## src/rtl/sequencer_pkg.sv

```systemverilog
// sequencer_pkg: round state encoding and default game constants shared by the sequencer blocks.
package sequencer_pkg;
    typedef enum logic [2:0] {IDLE, ARMED, CHECK, WIN, LOSE} roundState;
    localparam logic [5:0] DEF_CODE = 6'b100101;
    localparam int DEF_MAX_TRIES = 3;
    localparam int DEF_TIMEOUT = 50_000_000;
endpackage

```

## src/rtl/sequence_round_ctrl_if.sv

```systemverilog
// sequence_round_ctrl_if: player controls and round status between the game and the round controller.
interface sequence_round_ctrl_if;
    logic start;
    logic go;
    logic [5:0] data_in;
    logic busy;
    logic win;
    logic lose;
    logic [1:0] tries_left;
    modport master (output start, go, data_in, input busy, win, lose, tries_left);
    modport slave (input start, go, data_in, output busy, win, lose, tries_left);
endinterface

```

## src/rtl/rise_detect.sv

```systemverilog
// rise_detect: one-cycle pulse on a 0->1 transition of a level input.
module rise_detect (
    input  logic clock,
    input  logic reset,
    input  logic in,
    output logic pulse
);
    logic prev;
    always_ff @(posedge clock) prev <= reset ? 1'b0 : in;
    assign pulse = in & ~prev;
endmodule

```

## src/rtl/sequence_round_ctrl.sv

```systemverilog
// sequence_round_ctrl: combination-lock round FSM with limited tries and a cumulative round timer.
module sequence_round_ctrl
    import sequencer_pkg::*;
#(
    parameter logic [5:0] CODE      = DEF_CODE,
    parameter int         MAX_TRIES = DEF_MAX_TRIES,
    parameter int         TIMEOUT   = DEF_TIMEOUT
) (
    input  logic                 clock,
    input  logic                 reset,
    sequence_round_ctrl_if.slave bus
);
    localparam int TW = $clog2(TIMEOUT);
    localparam logic [TW-1:0] LAST_TICK = TW'(TIMEOUT - 1);
    localparam logic [1:0] FULL_TRIES = 2'(MAX_TRIES);
    roundState state, nextState;
    logic [TW-1:0] timer;
    logic [5:0] capture;
    logic [1:0] triesLeft;
    logic goEdge, expired, newRound, miss, busy;
    rise_detect goDetect (.clock(clock), .reset(reset), .in(bus.go), .pulse(goEdge));
    assign expired = timer == LAST_TICK;
    assign busy = state == ARMED || state == CHECK;
    assign bus.busy = busy;
    assign bus.win = state == WIN;
    assign bus.lose = state == LOSE;
    assign bus.tries_left = triesLeft;
    always_comb begin
        nextState = state;
        newRound = 1'b0;
        miss = 1'b0;
        case (state)
            IDLE, WIN, LOSE: begin
                newRound = bus.start;
                nextState = bus.start ? ARMED : state;
            end
            ARMED: nextState = expired ? LOSE : goEdge ? CHECK : ARMED;
            CHECK: begin
                miss = capture != CODE;
                nextState = !miss ? WIN : triesLeft == 2'd1 ? LOSE : ARMED;
            end
            default: nextState = IDLE;
        endcase
    end
    // Timer saturates at the last tick so a late CHECK hands an expired round back to ARMED for LOSE.
    always_ff @(posedge clock) begin
        if (reset) begin
            state <= IDLE;
            timer <= '0;
            capture <= '0;
            triesLeft <= '0;
        end else begin
            state <= nextState;
            if (newRound) begin
                timer <= '0;
                triesLeft <= FULL_TRIES;
            end else begin
                if (busy && !expired) timer <= timer + TW'(1);
                if (miss) triesLeft <= triesLeft - 2'd1;
            end
            if (state == ARMED && goEdge && !expired) capture <= bus.data_in;
        end
    end
endmodule

```

## src/flat_wrapper.sv

```systemverilog
// flat-port wrapper written by rule: the top's interface ports become plain ports
module sequence_round_ctrl_flat import sequencer_pkg::*;
#(
    parameter logic [5:0] CODE      = DEF_CODE,
    parameter int         MAX_TRIES = DEF_MAX_TRIES,
    parameter int         TIMEOUT   = DEF_TIMEOUT
)
  (clock, reset, bus_start, bus_go, bus_data_in, bus_busy, bus_win, bus_lose, bus_tries_left);
  sequence_round_ctrl_if bus_i ();
  input  logic clock;
  input  logic reset;
  input wire logic [$bits(bus_i.start)-1:0] bus_start;
  input wire logic [$bits(bus_i.go)-1:0] bus_go;
  input wire logic [$bits(bus_i.data_in)-1:0] bus_data_in;
  output wire logic [$bits(bus_i.busy)-1:0] bus_busy;
  output wire logic [$bits(bus_i.win)-1:0] bus_win;
  output wire logic [$bits(bus_i.lose)-1:0] bus_lose;
  output wire logic [$bits(bus_i.tries_left)-1:0] bus_tries_left;
  assign bus_i.start = bus_start;
  assign bus_i.go = bus_go;
  assign bus_i.data_in = bus_data_in;
  assign bus_busy = bus_i.busy;
  assign bus_win = bus_i.win;
  assign bus_lose = bus_i.lose;
  assign bus_tries_left = bus_i.tries_left;
  sequence_round_ctrl #(.CODE(CODE), .MAX_TRIES(MAX_TRIES), .TIMEOUT(TIMEOUT)) u_core (.clock(clock), .reset(reset), .bus(bus_i));
endmodule
```

## config.mk

```make
export PLATFORM = sky130hd
export DESIGN_NAME = sequence_round_ctrl_flat
export DESIGN_NICKNAME = d
export VERILOG_FILES = /design/src/rtl/sequencer_pkg.sv /design/src/rtl/sequence_round_ctrl_if.sv /design/src/rtl/rise_detect.sv /design/src/rtl/sequence_round_ctrl.sv /design/src/flat_wrapper.sv
export SDC_FILE = /design/constraint.sdc
export NUM_CORES = 1
export LEC_CHECK = 0
export BUFFER_PORTS_ARGS = -buffer_cell sky130_fd_sc_hd__buf_2
export CELL_PAD_IN_SITES_DETAIL_PLACEMENT = 1
export CELL_PAD_IN_SITES_GLOBAL_PLACEMENT = 2
export CORE_MARGIN = 5
export CORE_UTILIZATION = 30
export CTS_BUF_LIST = sky130_fd_sc_hd__clkbuf_8
export DETAILED_ROUTE_END_ITERATION = 6
export HOLD_SLACK_MARGIN = 0.12
export PLACE_DENSITY_LB_ADDON = 0.1
export SLEW_MARGIN = 20
export SYNTH_ARGS = -nofsm -noshare
export SYNTH_HDL_FRONTEND = slang
export SYNTH_SLANG_ARGS = --single-unit
```

## constraint.sdc

```tcl
create_clock -name clock -period 2.11 [get_ports clock]
set_input_delay 0.1055 -clock clock [delete_from_list [all_inputs] [get_ports clock]]
set_output_delay 0.1055 -clock clock [all_outputs]
set_load 0.02 [all_outputs]
```

==> results.sh <==
export IMPL_postSynthRegisterBits=38
export IMPL_cp_slowest_cell="or4_2"
export IMPL_final_min_clock_period_ps=1970
export IMPL_drt_met1_wl_microns=2620
export IMPL_post_route_cells_drive_above_1_share_pct=26.1
export IMPL_clock_fmax_mhz=508
export IMPL_yosysWarningCount=0
export IMPL_cts_tree="yes"
export IMPL_cp_start_kind="register"
export IMPL_synth_xor_area_share_pct=7.24
export IMPL_postSynthCellCount=217
export IMPL_post_dp_hpwl_microns=4000
export IMPL_slew_headroom_pct=61.4
export IMPL_setup_worst_path_class="reg -> reg"
export IMPL_worst_endpoint_arrival_ps=2200
export IMPL_detail_route_iter0_violations=64
export IMPL_chipHeight_microns=90.3
export IMPL_grt_first_pass_wirelength_microns=8880
export IMPL_ir_drop_mv=0.317
export IMPL_synth_top_cells_by_area="dfxtp_1 39%, xor2_1 6.8%, nor2_1 5.8%, mux2i_1 3.6%, nand4_1 3.6%"
export IMPL_dp_slack_ps=34.0
export IMPL_cts_buffers=5
export IMPL_area_of_all_placed_cells_without_fillers_sq_mm=0.00249
export IMPL_status="complete, no violations"
export IMPL_timing_hold_worst_class="in -> reg"
export IMPL_report_final_hold_viol_count=0
export IMPL_globalplace_congestion=0.797
export IMPL_floorplan_core_area_sq_mm=0.00631
export IMPL_clock_skew_ps=4.58
export IMPL_cp_required_ps=2340
export IMPL_slew_viol_final=0
export IMPL_cts_num_sinks=38
export IMPL_buffer_ports_inserted=14
export IMPL_post_route_drc_count=0
export IMPL_crit_path_max_incr_delay_ps=660
export IMPL_vias_in_the_first_global_route=1822
export IMPL_synth_cell_type_count=50
export IMPL_critical_path_n_buffers_inverters=2
export IMPL_diode_count=0
export IMPL_clockRootBuffer="clkbuf_8"
export IMPL_dominant_combinational_cell_family_by_area_after_synthesis="simple AND/OR/NAND/NOR gates"
export IMPL_post_drt_wl_per_cell_microns=15.6
export IMPL_synth_enable_flop_cells=0
export IMPL_worst_pin_slew_ps=580
export IMPL_globalRoute_totalOverflow=0
export IMPL_synth_flop_cell="dfxtp_1"
export IMPL_deepest_level_of_the_cts_h_tree=2
export IMPL_synth_mux_area_fraction_pct=3.62
export IMPL_largest_net_degree_at_the_start_of_global_routing=20
export IMPL_drt_wl_total_microns=5330
export IMPL_leading_cell_type_in_the_layout_fill_and_taps_excluded="dfxtp_1"
export IMPL_power_per_cell_area_mw_per_mm2=680
export IMPL_vias_per_cell=5.18
export IMPL_drv_cap=0
export IMPL_total_setup_violations_reported_at_the_end_of_the_flow=0
export IMPL_synth_area_per_cell_sq_um=8.91
export IMPL_critical_path_endpoint_type="register"
export IMPL_ys_seq_area_share_pct=39.3
export IMPL_synthDominantAreaCellType="dfxtp_1"
export IMPL_layout_nets=275
export IMPL_flow_area_growth_from_synthesis_pct=28.7
export IMPL_worst_skew_pair_late_latency_ps=290
export IMPL_worstPathCellList="ha_1 > inv_2 > or4_4 > o21ai_4 > buf_12 > or4_2 > a21oi_2"
export IMPL_p_leak_nw=0.940
export IMPL_met2_wire_length_microns=2450
export IMPL_synth_top_cell_area_share_pct=39.3
export IMPL_row_count=29
export IMPL_fraction_of_the_mapped_netlist_area_in_compound_gates_pct=13.1
export IMPL_unrepaired_setup_endpoints_after_global_routing="false"
export IMPL_cts_reportedPaths_clkPinSlew_ps=80
export IMPL_start_util_pct=30.6
export IMPL_antenna_left=0
export IMPL_top_layer_used="met4"
export IMPL_cpLargestDelayFamily="simple AND/OR/NAND/NOR gates"
export IMPL_sum_neg_setup_slack_ps=0
export IMPL_mappedNetlistNets=229
export IMPL_layout_cells_most_common_list="36 x dfxtp_1, 30 x nor2_1, 23 x buf_4, 15 x nand2_1, 15 x xor2_1"
export IMPL_clk_path_buf_depth=2
export IMPL_fin_crit_sh_pct=93.3
export IMPL_crit_fanout=19
export IMPL_mappedNetlistArea_sq_mm=0.00193
export IMPL_routed_wl_met3_microns=165
export IMPL_synth_simple_area_share_pct=31.6
export IMPL_drtPass1Iterations=4
export IMPL_num_vias=1766
export IMPL_postSynth_asyncResetShare_pct=0
export IMPL_die_area_sq_mm=0.00815
export IMPL_placed_cell_area_sq_mm=0.00224
export IMPL_horizontal_die_dimension_microns=90.3
export IMPL_synth_adder_area_share_pct=1.29
export IMPL_grt_usage_pct=13.3
export IMPL_top_level_ports=15
export IMPL_worst_slack_ps=141
export IMPL_grt_antenna_before_repair=0
-- stage by stage --
| step | power (mW) | util [%] | hold slack [ps] | std cells |
|---|---|---|---|---|
| 2_1_floorplan | 0.859 | - | 177 | 217 |
| 3_3_place_gp | 0.919 | 35.4 | 335 | 323 |
| 3_5_place_dp | 0.925 | 35.4 | 348 | 323 |
| 4_1_cts | 1.72 | 38.9 | 136 | 339 |
| 5_1_grt | 1.77 | 39.4 | 141 | 341 |
| 6_report | 1.69 | 39.4 | 147 | 341 |
-- timing repair --
item / CTS / global route
hold buffers: 8 / 0
resized for setup: 0 / 4
setup buffers: 0 / 2
setup endpoints to repair: 0 / 12
hold endpoints to repair: 8 / 0
-- flip-flops by register name, summed over array words and instances (netlist names) --
signal	count
u_core.bus.tries_left	2
u_core.capture	6
u_core.goDetect.prev	1
u_core.state	3
u_core.timer	26
-- per-layer routing --
| layer | up-vias | track usage (%) |
|---|---|---|
| met1 | 856 | 18.1 |
| met2 | 23 | 20.7 |
| li1 | 878 | - |
| met3 | 9 | 3.25 |
| met4 | 0 | 4.34 |
| met5 | - | 0 |
-- cell families (layout without fill, tap and decap cells) --
family          after synthesis  count (layout)
compound gates               33              33
fa+ha+maj                     2               2
flops                        38              38
simple gates                107             107
mux                           7               7
xor+xnor                     16              16
buf+inv                      14              61
-- cell type report --
cell class                      count  area (sq um)
Tap cell                           77          96.3
Clock inverter                      2          60.1
Fill cell                         769          3820
Clock buffer                        6          82.6
Inverter                            6          22.5
Sequential cell                    38           763
Multi-Input combinational cell    165          1100
Timing Repair Buffer               47           363
-- worst paths after layout --
path                     startpoint           endpoint  slack [ps]  depth (start not counted)
setup / recovery    u_core.timer[0]   u_core.timer[19]         140                          7
setup reg to reg    u_core.timer[0]   u_core.timer[19]         140                          7
hold reg to reg   u_core.capture[2]  u_core.capture[2]         500                          2
hold / removal                reset    u_core.state[2]         150                          2
-- power breakdown --
part           switching (mW)  internal, mW
Sequential             0.0155         0.731
Clock                   0.264         0.504
Combinational          0.0951        0.0814
Total                   0.374          1.32
-- synthesized netlist by cell type, types with 5 or more instances --
master,n
o211ai_1,6
or4_1,5
mux2i_1,7
inv_1,6
nand2_1,15
nand3_1,10
nor3_1,5
xor2_1,15
nand4_1,11
dfxtp_1,38
nor2_1,30
Power figures use the tool's default switching activity.
